==> src/rtl/bin2bcd_seq.sv <==
// Iterative double-dabble binary-to-BCD converter, one input bit per clock.
// Define BIN2BCD_SAT_EN to saturate BCD_OUT at 16'h9999 when the value exceeds 9999.
module bin2bcd_seq #(
    parameter int unsigned BIN_W = 14
) (
    input  logic             CLK,
    input  logic             RST,
    input  logic             IN_VALID,
    input  logic [BIN_W-1:0] BIN_IN,
    output logic             IN_READY,
    output logic [15:0]      BCD_OUT,
    output logic             OUT_VALID,
    output logic             OVF
);

    localparam int unsigned CntW = 5;
    localparam logic [CntW-1:0] LastCnt = CntW'(BIN_W - 1);

    typedef enum logic [0:0] {StIdle, StConv} state_e;

    state_e           state_q, state_d;
    logic [BIN_W-1:0] shift_q, shift_d;
    logic [19:0]      scratch_q, scratch_d;
    logic [19:0]      scratch_adj, scratch_sh;
    logic [CntW-1:0]  cnt_q, cnt_d;
    logic [15:0]      bcd_q, bcd_d;
    logic             valid_q, valid_d;
    logic             ovf_q, ovf_d;

    // Add-3 correction on every digit, then shift in the next binary MSB.
    always_comb begin
        scratch_adj = scratch_q;
        for (int i = 0; i < 5; i++) begin
            if (scratch_q[4*i +: 4] >= 4'd5) begin
                scratch_adj[4*i +: 4] = scratch_q[4*i +: 4] + 4'd3;
            end
        end
        scratch_sh = {scratch_adj[18:0], shift_q[BIN_W-1]};
    end

    always_comb begin
        state_d   = state_q;
        shift_d   = shift_q;
        scratch_d = scratch_q;
        cnt_d     = cnt_q;
        bcd_d     = bcd_q;
        ovf_d     = ovf_q;
        valid_d   = 1'b0;
        unique case (state_q)
            StIdle: begin
                if (IN_VALID) begin
                    shift_d   = BIN_IN;
                    scratch_d = '0;
                    cnt_d     = '0;
                    state_d   = StConv;
                end
            end
            StConv: begin
                shift_d   = shift_q << 1;
                scratch_d = scratch_sh;
                cnt_d     = cnt_q + CntW'(1);
                // Final shift: publish the just-shifted scratch directly.
                if (cnt_q == LastCnt) begin
                    state_d = StIdle;
                    valid_d = 1'b1;
                    ovf_d   = |scratch_sh[19:16];
`ifdef BIN2BCD_SAT_EN
                    bcd_d   = ovf_d ? 16'h9999 : scratch_sh[15:0];
`else
                    bcd_d   = scratch_sh[15:0];
`endif
                end
            end
        endcase
    end

    always_ff @(posedge CLK) begin
        if (RST) begin
            state_q   <= StIdle;
            shift_q   <= '0;
            scratch_q <= '0;
            cnt_q     <= '0;
            bcd_q     <= '0;
            valid_q   <= 1'b0;
            ovf_q     <= 1'b0;
        end else begin
            state_q   <= state_d;
            shift_q   <= shift_d;
            scratch_q <= scratch_d;
            cnt_q     <= cnt_d;
            bcd_q     <= bcd_d;
            valid_q   <= valid_d;
            ovf_q     <= ovf_d;
        end
    end

    assign IN_READY  = (state_q == StIdle);
    assign BCD_OUT   = bcd_q;
    assign OUT_VALID = valid_q;
    assign OVF       = ovf_q;

endmodule

==> config.mk <==
export PLATFORM = sky130hd
export DESIGN_NAME = bin2bcd_seq
export DESIGN_NICKNAME = d
export VERILOG_FILES = /design/src/rtl/bin2bcd_seq.sv
export SDC_FILE = /design/constraint.sdc
export NUM_CORES = 1
export LEC_CHECK = 0
export BUFFER_PORTS_ARGS = -buffer_cell sky130_fd_sc_hd__buf_4
export CORE_MARGIN = 8
export CORE_UTILIZATION = 57
export CTS_CLUSTER_DIAMETER = 50
export CTS_CLUSTER_SIZE = 12
export DETAILED_ROUTE_END_ITERATION = 10
export GPL_TIMING_DRIVEN = 0
export HOLD_SLACK_MARGIN = 0.12
export PLACE_DENSITY = 0.79
export SLEW_MARGIN = 10
export SYNTH_ARGS = -nofsm -noshare
export SYNTH_HDL_FRONTEND = slang
export SYNTH_SLANG_ARGS = --single-unit
==> constraint.sdc <==
create_clock -name CLK -period 2.04 [get_ports CLK]
set_input_delay 0.102 -clock CLK [delete_from_list [all_inputs] [get_ports CLK]]
set_output_delay 0.102 -clock CLK [all_outputs]
set_load 0.005 [all_outputs]
==> reports/summary.txt <==
Outcome: finished, final reports clean
Maximum number of buffers from clock root to sink: 2
Number of enable flip-flop cells after synthesis: 0
Core Util, Final: 69.3%
Power density normalized to cell area: 726 mW/mm^2
Clk pwr share: 42.1%
First-pass GRT wire length: 10200 um
Syn Inst Count: 293
Transition time at the pin with the least slew margin: 0.797 ns
Switching share of power: 23.9%
GRT Resource Usage Total: 17.5%
Die height: 84.3 um
Share of synthesized cell area in full adder, half adder and majority cells: 5.64%
Clock tree from TritonCTS: built
Maximum net fanout on the critical path: 10
Avg Synthesized Cell Area: 9.08 um^2
Area growth from synthesis to layout: 19.8%
TritonCTS sink count: 58
Category of the worst setup path capture point: flop
Met2 wire len: 2810 um
Met3 routed wirelength: 403 um
Fraction of the yosys area taken by sequential cells: 43.7%
Series of cell instances along the critical path: inv_1, ha_1, nor3b_1, nor2_1, buf_2, o2bb2ai_1
Filler cell count in the final layout: 365
Maximum number of pins on one net before global-route repair: 11
Area occupied by registers: 0.00116 mm^2
Total half-perimeter wirelength after legalization and detailed placement: 4380 um
Uppermost layer routed: met4
Sequential share of power: 50.6%
Share of the synthesized area in the top cell type: 43.7%
Wirelength, routed: 6130 um
Row cnt: 25
Cell type with the highest aggregate area in the netlist: sky130_fd_sc_hd__dfxtp_1
Mux contribution to synthesized area: 8.00%
Final hold viol count: 0
Final ANT Viol Nets: 0
Number of unique standard cell types used by synthesis: 33
Vias after detailed routing: 2308
Relative slew slack: 46.7%
Dominant combinational cell family by area after synthesis: compound AO/OA/AOI/OAI gates
Cts bufs inserted: 9
Maximum Capacitance Violations: 0
Share of total power in combinational logic: 7.4%
Place WS: 0.291 ns
Post-route insts no fill: 399
Cell Count Post-Placement: 381
DRT iter0 DRCs: 104
Data required time of the worst path: 2.31 ns
Total number of nets in the final design: 369
M1 WL: 2800 um
Unrepaired setup endpoints after global routing: no
Skew final: 0.00442 ns
Number of nets produced by synthesis: 322
IO Count: 36
Area taken by multi-input logic gates: 0.00138 mm^2
Antenna violations before repair: 0
CP max stage delay: 0.42 ns
Overall die width: 84.3 um
Drc violations: 0
Min Tclk post-route: 1.78 ns
Arr. time, crit path: 2.05 ns
Peak supply drop: 0.731 mV
Initial core utilization: 57.9%
Wirelength per Cell: 15.4 um
Ys Warns: 0
Inserted Diodes: 0
Count of buffers inserted at the top-level ports: 34
Layout cell share with drive strength beyond 1: 17.4%
Xor-xnor portion of the synthesized cell area: 1.65%
Final critical-path share of the clock period: 87.2%
Synth cell count leaders: 58 x sky130_fd_sc_hd__dfxtp_1, 38 x sky130_fd_sc_hd__nor2_1, 35 x sky130_fd_sc_hd__a21oi_1
Routability congestion estimate from global placement: 0.862
Setup slack after layout: 0.261 ns
Area inside the core boundary: 0.00460 mm^2
Detail-routed via count per cell: 5.78
Top area cells in the synthesized netlist: sky130_fd_sc_hd__dfxtp_1 44%, sky130_fd_sc_hd__mux2i_1 7.1%, sky130_fd_sc_hd__a21oi_1 6.6%
Number of gates resized after cts: 0
Setup_tns: 0 ns
HP Class: input port to flop
Top-count cell post-synth: sky130_fd_sc_hd__dfxtp_1
Type of element launching the critical path: flop
Cell-internal power: 1.76 mW
Clock-pin slew reported for the worst setup and hold paths after clock tree synthesis: 0.06 ns
Root Driver: sky130_fd_sc_hd__clkbuf_8
1st-pass router iterations: 4
Async set-or-reset flop fraction in the synthesized netlist: 0%
Skew-Pair Late Insertion Delay: 0.34 ns
Area fraction in and, or, nand and nor cells after synthesis: 17.0%
Top flip-flop cell by instance count after synthesis: sky130_fd_sc_hd__dfxtp_1
Area of the mapped netlist: 0.00266 mm^2
Flop2flop setup slack: 0.26 ns
DIE AREA: 0.00711 mm^2
Crit-path slowest cell: sky130_fd_sc_hd__nor2_1
Vias in the first global route: 2253
CTS H-tree depth: 3
Max Freq: 0.562 GHz
Leftover overflow at the end of global routing: 0
Total of flip-flops plus latches after synthesis: 58
Net Switching: 553 uW
Compound-gate portion of the synthesized area: 19.6%
Critical setup path kind: flop to flop
Final Max Slew Viols: 0
# setup viols final: 0
Leak Pwr: 1.27 nW
layout by cell type (no fill, tap or decap), types with 4 or more instances in the layout:
master	Yosys	routed
sky130_fd_sc_hd__xnor2_1	5	5
sky130_fd_sc_hd__nor2_1	38	38
sky130_fd_sc_hd__inv_1	12	12
sky130_fd_sc_hd__dfxtp_1	58	58
sky130_fd_sc_hd__a32o_1	6	6
sky130_fd_sc_hd__a21oi_1	35	35
sky130_fd_sc_hd__nor3b_1	10	10
sky130_fd_sc_hd__clkbuf_1	8	10
sky130_fd_sc_hd__o2bb2ai_1	10	10
sky130_fd_sc_hd__and2_1	4	4
sky130_fd_sc_hd__buf_4	0	34
sky130_fd_sc_hd__nand2b_1	7	7
sky130_fd_sc_hd__mux2i_1	19	19
sky130_fd_sc_hd__a22o_1	6	6
sky130_fd_sc_hd__nand3_1	9	9
sky130_fd_sc_hd__nor3_1	10	10
sky130_fd_sc_hd__o21ai_0	18	18
sky130_fd_sc_hd__clkbuf_8	0	12
sky130_fd_sc_hd__ha_1	12	12
sky130_fd_sc_hd__buf_2	4	4
per-layer routing:
layer | vias up | global-route usage (%)
li1 | 1140 | -
met1 | 1092 | 20.4
met2 | 63 | 27.3
met3 | 13 | 7.55
met4 | 0 | 7.38
met5 | - | 0
kinds of logic (layout without fill, tap and decap cells):
logic type | count (synthesis) | after routing
AND/OR/NAND/NOR | 87 | 87
buffers and inverters | 28 | 80
XOR/XNOR | 5 | 5
AO/OA/AOI/OAI | 82 | 82
adder cells (fa/ha/maj) | 12 | 12
flip-flops | 58 | 58
multiplexers | 21 | 21
power by group through the flow:
stage	Combinational (mW)	Sequential [mW]	Clock (mW)
finish	0.171	1.17	0.972
global route	0.188	1.17	1.03
CTS	0.170	1.17	0.985
detailed placement	0.166	1.19	0
global placement	0.162	1.19	0
floorplan	0.106	1.19	0
path summary, 6_finish.rpt:
path | from | end | depth (start not counted)
worst min register to register | BCD_OUT[7] | BCD_OUT[7] | 1
worst min-delay path | BIN_IN[5] | shift_q[5] | 5
worst max register to register | cnt_q[1] | BCD_OUT[1] | 6
worst max-delay path | cnt_q[1] | BCD_OUT[1] | 6
registers in the layout, indices dropped and copies added (netlist names):
signal,flops
BCD_OUT,16
OUT_VALID,1
OVF,1
cnt_q,5
scratch_q,20
shift_q,14
state_q,1
metrics by stage:
stage	hold WS (ns)	cell area, um^2	total power [mW]
6_report	0.118	3190	2.31
2_1_floorplan	0.297	2660	1.30
4_1_cts	0.122	3190	2.32
3_3_place_gp	0.396	2980	1.35
3_5_place_dp	0.430	2980	1.36
5_1_grt	0.143	3190	2.39
critical path, delay by kind of cell, from the launching register on:
kind            cells  cell delay, ns
compound gates      1            0.14
fa+ha+maj           1            0.20
buf+inv             2            0.41
flops               1            0.37
simple gates        2            0.57
cell type report:
class | instances | area share (%)
clock buffer | 14 | 5.42
inverter | 13 | 1.53
sequential | 58 | 36.4
buffer | 15 | 2.16
tap | 54 | 2.12
multi-input combinational | 207 | 43.4
clock inverter | 2 | 0.314
timing repair buffer | 36 | 8.64
timing repair:
action / CTS / global route
buffers inserted: 0 / 0
endpoints found under the hold margin: 2 / 0
hold buffers: 2 / 0
No activity file was read; power rests on OpenSTA's default activity.
